**src/rtl/alu_seq.sv**
```systemverilog
// alu_seq: sequential ALU. Single-cycle logic/arith ops run through EXEC;
// multiply (shift-add) and divide (restoring) iterate one bit per cycle.
// The result is registered into sal on a one-cycle done pulse.
module alu_seq #(
    parameter int WIDTH = 32,
    parameter int SHW   = $clog2(WIDTH)
) (
    input  logic             clk,
    input  logic             rst_n,
    input  logic             start,
    input  logic [3:0]       sel,
    input  logic [WIDTH-1:0] rs1,
    input  logic [WIDTH-1:0] rs2,
    output logic             busy,
    output logic             done,
    output logic [WIDTH-1:0] sal,
    output logic             MSB,
    output logic             zero
);

    typedef enum logic [2:0] {
        IDLE = 3'd0,
        EXEC = 3'd1,
        MUL  = 3'd2,
        DIV  = 3'd3,
        DONE = 3'd4
    } state_t;

    // Iteration index of the final multiply/divide step.
    localparam logic [SHW-1:0] LAST = SHW'(WIDTH - 1);

    state_t             state;
    logic [WIDTH-1:0]   op_a;
    logic [WIDTH-1:0]   op_b;
    logic [3:0]         op_sel;
    logic [SHW-1:0]     cnt;
    logic [2*WIDTH-1:0] prod;
    logic [WIDTH-1:0]   quo;
    logic [WIDTH-1:0]   rem;
    logic [WIDTH-1:0]   res;

    logic [WIDTH:0]     mul_hi;
    logic [WIDTH:0]     div_sh;
    logic [WIDTH-1:0]   div_diff;
    logic               div_ge;

    // Opcode classes that leave the single-cycle path.
    function automatic logic is_mul(input logic [3:0] s);
        return s[3:1] == 3'b100;
    endfunction

    function automatic logic is_div(input logic [3:0] s);
        return s[3:1] == 3'b101;
    endfunction

    // Single-cycle operations; only the low SHW bits of b form a shift amount.
    function automatic logic [WIDTH-1:0] alu_op(input logic [3:0]       s,
                                                input logic [WIDTH-1:0] a,
                                                input logic [WIDTH-1:0] b);
        logic [SHW-1:0]   sh;
        logic [WIDTH-1:0] r;
        sh = b[SHW-1:0];
        case (s)
            4'd0: r = a + b;
            4'd1: r = a & b;
            4'd2: r = a ^ b;
            4'd3: r = a << sh;
            4'd4: r = $unsigned($signed(a) >>> sh);
            4'd5: r = a - b;
            4'd6: begin
                r    = a + b;
                r[0] = 1'b0;
            end
            default: r = '0;
        endcase
        return r;
    endfunction

    // Selects which internal register feeds sal once the operation finishes.
    function automatic logic [WIDTH-1:0] pick_result(input logic [3:0]         s,
                                                     input logic [2*WIDTH-1:0] p,
                                                     input logic [WIDTH-1:0]   q,
                                                     input logic [WIDTH-1:0]   rm,
                                                     input logic [WIDTH-1:0]   r);
        logic [WIDTH-1:0] v;
        case (s)
            4'd8:    v = p[WIDTH-1:0];
            4'd9:    v = p[2*WIDTH-1:WIDTH];
            4'd10:   v = q;
            4'd11:   v = rm;
            default: v = r;
        endcase
        return v;
    endfunction

    // One shift-add step: conditionally add the multiplicand into the high half.
    always_comb begin
        mul_hi = {1'b0, prod[2*WIDTH-1:WIDTH]};
        if (prod[0]) begin
            mul_hi = mul_hi + {1'b0, op_a};
        end
    end

    // One restoring-division step: shift in the next dividend bit and trial-subtract.
    // A zero divisor always "fits", giving an all-ones quotient and rem = dividend.
    always_comb begin
        div_sh   = {rem, quo[WIDTH-1]};
        div_ge   = div_sh >= {1'b0, op_b};
        div_diff = div_sh[WIDTH-1:0] - op_b;
    end

    // Control FSM with registered busy/done/sal and the iterative datapath registers.
    always_ff @(posedge clk or negedge rst_n) begin
        if (!rst_n) begin
            state  <= IDLE;
            busy   <= 1'b0;
            done   <= 1'b0;
            sal    <= '0;
            op_a   <= '0;
            op_b   <= '0;
            op_sel <= '0;
            cnt    <= '0;
            prod   <= '0;
            quo    <= '0;
            rem    <= '0;
            res    <= '0;
        end else begin
            done <= 1'b0;
            case (state)
                IDLE: begin
                    if (start) begin
                        op_a   <= rs1;
                        op_b   <= rs2;
                        op_sel <= sel;
                        cnt    <= '0;
                        prod   <= {{WIDTH{1'b0}}, rs2};
                        quo    <= rs1;
                        rem    <= '0;
                        busy   <= 1'b1;
                        if (is_mul(sel)) begin
                            state <= MUL;
                        end else if (is_div(sel)) begin
                            state <= DIV;
                        end else begin
                            state <= EXEC;
                        end
                    end
                end
                EXEC: begin
                    res   <= alu_op(op_sel, op_a, op_b);
                    busy  <= 1'b0;
                    state <= DONE;
                end
                MUL: begin
                    prod <= {mul_hi, prod[WIDTH-1:1]};
                    cnt  <= cnt + 1'b1;
                    if (cnt == LAST) begin
                        busy  <= 1'b0;
                        state <= DONE;
                    end
                end
                DIV: begin
                    rem  <= div_ge ? div_diff : div_sh[WIDTH-1:0];
                    quo  <= {quo[WIDTH-2:0], div_ge};
                    cnt  <= cnt + 1'b1;
                    if (cnt == LAST) begin
                        busy  <= 1'b0;
                        state <= DONE;
                    end
                end
                DONE: begin
                    sal   <= pick_result(op_sel, prod, quo, rem, res);
                    done  <= 1'b1;
                    state <= IDLE;
                end
                default: begin
                    busy  <= 1'b0;
                    state <= IDLE;
                end
            endcase
        end
    end

    // Status flags follow the registered result directly.
    assign MSB  = sal[WIDTH-1];
    assign zero = (sal == '0);

endmodule

```
**config.mk**
```make
export PLATFORM = sky130hd
export DESIGN_NAME = alu_seq
export DESIGN_NICKNAME = d
export VERILOG_FILES = /design/src/rtl/alu_seq.sv
export SDC_FILE = /design/constraint.sdc
export NUM_CORES = 1
export LEC_CHECK = 0
export ABC_AREA = 1
export CORE_ASPECT_RATIO = 0.6
export CORE_MARGIN = 3
export CORE_UTILIZATION = 25
export DETAILED_ROUTE_END_ITERATION = 16
export GPL_TIMING_DRIVEN = 0
export MAX_ROUTING_LAYER = met4
export PLACE_DENSITY = 0.48
export SLEW_MARGIN = 20
export SYNTH_ARGS = -nofsm -noshare
export SYNTH_HDL_FRONTEND = slang
export SYNTH_SLANG_ARGS = --single-unit
```
**constraint.sdc**
```tcl
create_clock -name clk -period 6.8 [get_ports clk]
set_input_delay 0.68 -clock clk [delete_from_list [all_inputs] [get_ports clk]]
set_output_delay 0.68 -clock clk [all_outputs]
set_load 0.01 [all_outputs]
```
=== After elaboration in Yosys (flattened, before gate mapping) ===
Cells that the tools add are included.

* Add/sub/neg operators: 5
* Order comparisons: 1
* Bitwise gates (word level): 3
* Equal/unequal tests: 19
* Shifts and indexed selects: 2
* Reductions and logical operators: 13
* Multiplexer cells: 21

{| class="wikitable"
|+ Operators with widths
! kind !! count
|-
| $pmux W32 S7 || 1
|-
| $pmux W32 S2 || 2
|-
| $pmux W32 S4 || 1
|-
| $pmux W64 S2 || 1
|-
| $mux W32 || 3
|-
| $mux W64 || 1
|-
| $sub A32 B32 Y32 || 2
|-
| $add A32 B32 Y33 || 1
|-
| $ge A33 B32 Y1 || 1
|-
| $mux W33 || 1
|-
| $add A32 B32 Y32 || 1
|-
| $and A32 B32 Y32 || 1
|-
| $logic_not A32 Y1 || 1
|-
| $shl A32 B5 Y32 || 1
|-
| $sshr A32 B5 Y32 || 1
|-
| $xor A32 B32 Y32 || 1
|-
| $eq A4 B4 Y1 const B || 4
|-
| $eq A4 B3 Y1 const B || 3
|-
| $pmux W5 S2 || 1
|-
| $reduce_and A2 Y1 || 5
|-
| $eq A3 B3 Y1 const B || 3
|-
| $pmux W3 S3 || 1
|-
| $eq A4 B2 Y1 const B || 2
|-
| $eq A3 B2 Y1 const B || 2
|-
| other kinds (17) || 23
|}

* Logic and storage cells: 76
* Register bits after elaboration: 270
* Input port bits: 71

=== Depth between registers and ports, before layout ===
* Word-level depth: 5
* Mapped depth: 20

=== Least setup slack after synthesis ===
Ideal clock, no wire load.

* Path type: register to register
* Start point: reg op_b[2]
* End point: reg rem[10]
* Path buffers: 4
* Arrival: 2.538 ns
* Path slack: 4.145 ns
* Setup time: 0.117 ns
* Cell stages (with the launch flop): 19
* Cell sequence: dfrtp_1 > buf_2 > inv_1 > buf_2 > buf_1 > ha_1 > a21oi_1 > o21ai_2 > nand2_1 > nand2_2 > nand2_1 > nand2_2 > nand2_1 > nand3_1 > nand2_2 > buf_2 > nand3_1 > nand3_1 > nand2_1

* Word-level cells in the longest chain between the ends: 3

{| class="wikitable"
|+ Ends and longest elaborated chain
! item !! line !! text
|-
| from (decl) || 34 || <nowiki>logic [WIDTH-1:0] op_b;</nowiki>
|-
| from (signal assigned) || 133 || <nowiki>op_b <= rs2;</nowiki>
|-
| $sub A32 B32 Y32 or $ge A33 B32 Y1 (tied branches) || 109, 108 ||
|-
| $mux W32 (*) || 163 || <nowiki>rem <= div_ge ? div_diff : div_sh[WIDTH-1:0];</nowiki>
|-
| $pmux W32 S2 (*) || 129 || <nowiki>case (state)</nowiki>
|-
| to (signal assigned) || 163 ||
|-
| to (decl) || 39 || <nowiki>logic [WIDTH-1:0] rem;</nowiki>
|}

Mark *: on every way between the ends. The rest lies on a longest branch, timed or not.
A chain may end at the register's enable or synchronous reset.

=== Worst setup path after layout ===
* Start point: reg op_b[3]
* End point: reg res[30]

* Word-level cells in the longest chain between the ends: 2

{| class="wikitable"
|+ Ends and longest elaborated chain
! item !! line !! text
|-
| $add A32 B32 Y32, or another cell as far along || 64, 71 ||
|-
| $pmux W32 S7 (*) || 63 || <nowiki>case (s)</nowiki>
|-
| to (signal assigned) || 150 || <nowiki>res <= alu_op(op_sel, op_a, op_b);</nowiki>
|-
| to (decl) || 40 || <nowiki>logic [WIDTH-1:0] res;</nowiki>
|}

Marks and branches as above.

==> metrics <==
VDD IR max=288.6 uV; max_cap viols=0; PD cells=649.6 nW/um^2; crit path time final=4877 ps; Critical path buffers and inverters=5; critical path peak fanout=11; ratio of cells with drive above 1 in the final layout=about 4.7%; Overall Global Routing Usage=a little over 30%; CP Launch Type=flop; die area=between 100000 and 150000 um^2; Syn Area/Cell=between 6 and 7 um^2; starting density of the core=25.47%; Std-Cell Rows=88; LEAKAGE=roughly 14 nW; switching part of the total=~64%; Mapped Nets=around 4200; met1 Use GR=47.37%; Synth area leaders=dfrtp_1, nand2_1, nand3_1; 1st-pass router iterations=6; Req. time, crit path=7320 ps; die extent in x=412.1 um; vias after detailed routing=29810; Logic pwr share=roughly 72%; GR Overflow Total=0; clock-pin slew on the worst setup and hold paths=~70 ps; DIE HEIGHT=around 250 um; initial antenna violation count=10; crit path kind=reg2reg; CP arrival=~5400 ps; Post-Route WL=about 160000 um; Remaining DRCs=0; count leader, synth=nand2_1; RePlAce Congestion=~1.1; slowest cell on the critical path=buf_1; CP max stage delay=900 ps; Layout area overhead=15.63%; Top FF cell, synth=dfrtp_1; Yosys cell types=between 50 and 60; IO Pins=about 110; Final ANT Viol Nets=0; most used routing layer in global routing=met1; Core Footprint=around 97000 um^2; delay-heaviest family, CP=simple AND/OR/NAND/NOR gates; EDFF count, synth=0; clock skew=~24 ps; yosys warns=0; fin crit share=between 70% and 80%; CTS tree=done; sequential area share after synthesis=between 20% and 30%; Final Hold Violating Endpoints=0; number of global-route vias before repair=around 27000; # nets final=between 4000 and 5000; Slew HR=between 15 and 20%; RSZ-0062 raised after global routing=false; Reg power frac=between 15 and 20%; Synth Cell Area=between 20000 and 25000 um^2; Total Power=between 0.015 and 0.02 W; clk_lat worst skew=640 ps; met2 usage=37.70%; status=completed; DR iter-0 viols=approximately 4400; post-route worst setup slack=about 1900 ps; cts bufs inserted=31; post-synthesis async set-or-reset flop share=100.0%; H-tree Lvls=1; largest net degree at the start of global routing=86; area share of the largest cell type after synthesis=between 20 and 30%; CP Capture Type=flop; setup bufs post-CTS=0; drt via density=5.416; Final setup viols=0; f_max=around 0.2 GHz; dpl hpwl=~130000 um; max-slew violation count=0; grt met3 use=between 10% and 20%; switching power=roughly 0.012 W; worst hold path type=reg2reg; Pint=roughly 0.0067 W; leading post-synthesis cells by instance count=nand2_1, nand3_1, inv_1; clk buf depth=3; final cell count without fillers=approximately 5500; Cells after DPL=5437; largest area contributor in the netlist=dfrtp_1; Clk pwr share=9.7%; pre-CTS WS=~2200 ps; IO buf count=roughly 110; wire length per cell=just under 30 um; gate count after technology mapping=between 4000 and 5000; clock sink total=270; Worst path most repeated cell=nand2_1; Slew @ Worst Pin=roughly 1300 ps; first-pass GRT wire length=around 220000 um; worst-path cell chain=clkbuf_1 > inv_1 > buf_2 > buf_1 > ha_1 > buf_2 > nor2_1 > nand3_1 > nand3_1 > nand2_1 > nand3_1 > nand2_1 > nand2_1 > nand2_1 > nand3_1 > nand3_1 > nand2_1 > nand2_1; root buffer cell=clkbuf_16; Synth Register Bits=270
-- what timing repair did --
item	in CTS	in global routing
endpoints found under the hold margin	45	0
endpoints found under the setup margin	0	0
resized for setup	0	0
hold buffers	1	0
-- cell families (layout without fill, tap and decap cells) --
family	after synthesis	in the layout	synth area share, %
buffers and inverters	660	829	10.72
AND/OR/NAND/NOR	2313	2313	39.45
other	0	7	0
AO/OA/AOI/OAI	612	612	14.43
flip-flops	270	270	27.32
adder cells (fa/ha/maj)	135	135	6.951
XOR/XNOR	32	32	1.133
-- cell usage in the layout (no fill, tap or decap), types with 73 or more instances in the layout --
cell type           n
nand3_1           604
a21oi_1           230
buf_2              89
inv_1             465
nand2_1          1330
dfrtp_1           270
clkdlybuf4s50_1   105
clkbuf_1           73
nor2_1            259
o21ai_0           185
ha_1              131
-- registers in the layout (all words and copies together) (netlist names), 3 cells and up --
signal,count
rem,32
res,32
op_b,32
prod,64
quo,32
sal,32
cnt,5
op_sel,4
op_a,32
state,3
-- tightest hold or removal path, cell delays in order (launching register included) --
cell and delay [ps]:
dfrtp_1 350, nand2_1 50, nand2_1 50
-- per-stage QoR --
stage	setup TNS, ps	utilization [%]	area (um^2)	hold slack, ps
floorplan	0	-	24730	384.4
global placement	-2142800	28.24	27430	464.5
detailed placement	0	28.35	27530	465.4
CTS	0	29.43	28580	482.5
global route	0	29.44	28590	505.0
finish	0	29.45	28600	484.1
-- cell type report --
class / instances / area, um^2
fillers: 11050 / 68510
flip-flops and latches: 270 / 6756
multi-input cells: 3092 / 15330
diodes: 7 / 17.52
repair buffers: 111 / 1166
inverters: 480 / 1807
well taps: 1305 / 1633
plain buffers: 180 / 845.8
clock inverters: 20 / 207.7
clock buffers: 38 / 832.0
-- power by group through the flow --
stage | logic (W) | registers (W) | clock network (W)
after global routing | 0.0143 | 0.00334 | 0.00189
after global placement | 0.0129 | 0.00329 | 0
final | 0.0134 | 0.00332 | 0.00181
after detailed placement | 0.0128 | 0.00328 | 0
after CTS | 0.0128 | 0.00326 | 0.00183
after floorplan | 0.00761 | 0.00272 | 0
-- path summary, 6_finish.rpt --
kind	start	end	slack (ps)	cells after the start
worst min register to register	res[5]$_DFFE_PN0P_	res[5]$_DFFE_PN0P_	480	2
worst max register to register	op_b[3]$_DFFE_PN0P_	res[30]$_DFFE_PN0P_	1920	18
min in group asynchronous	rst_n	op_a[21]$_DFFE_PN0P_	540	2
worst min-delay path	res[5]$_DFFE_PN0P_	res[5]$_DFFE_PN0P_	480	2
worst max-delay path	op_b[3]$_DFFE_PN0P_	res[30]$_DFFE_PN0P_	1920	18
max in group asynchronous	rst_n	prod[50]$_DFFE_PN0P_	4690	5
-- routing by layer --
metal | part of all wire, % | wire length (um)
met3 | 13 | 21530
met5 | 0 | 0
met4 | 2.5 | 4047
met2 | 36 | 57110
met1 | 48 | 77520
(Power assumes the default switching activity.)
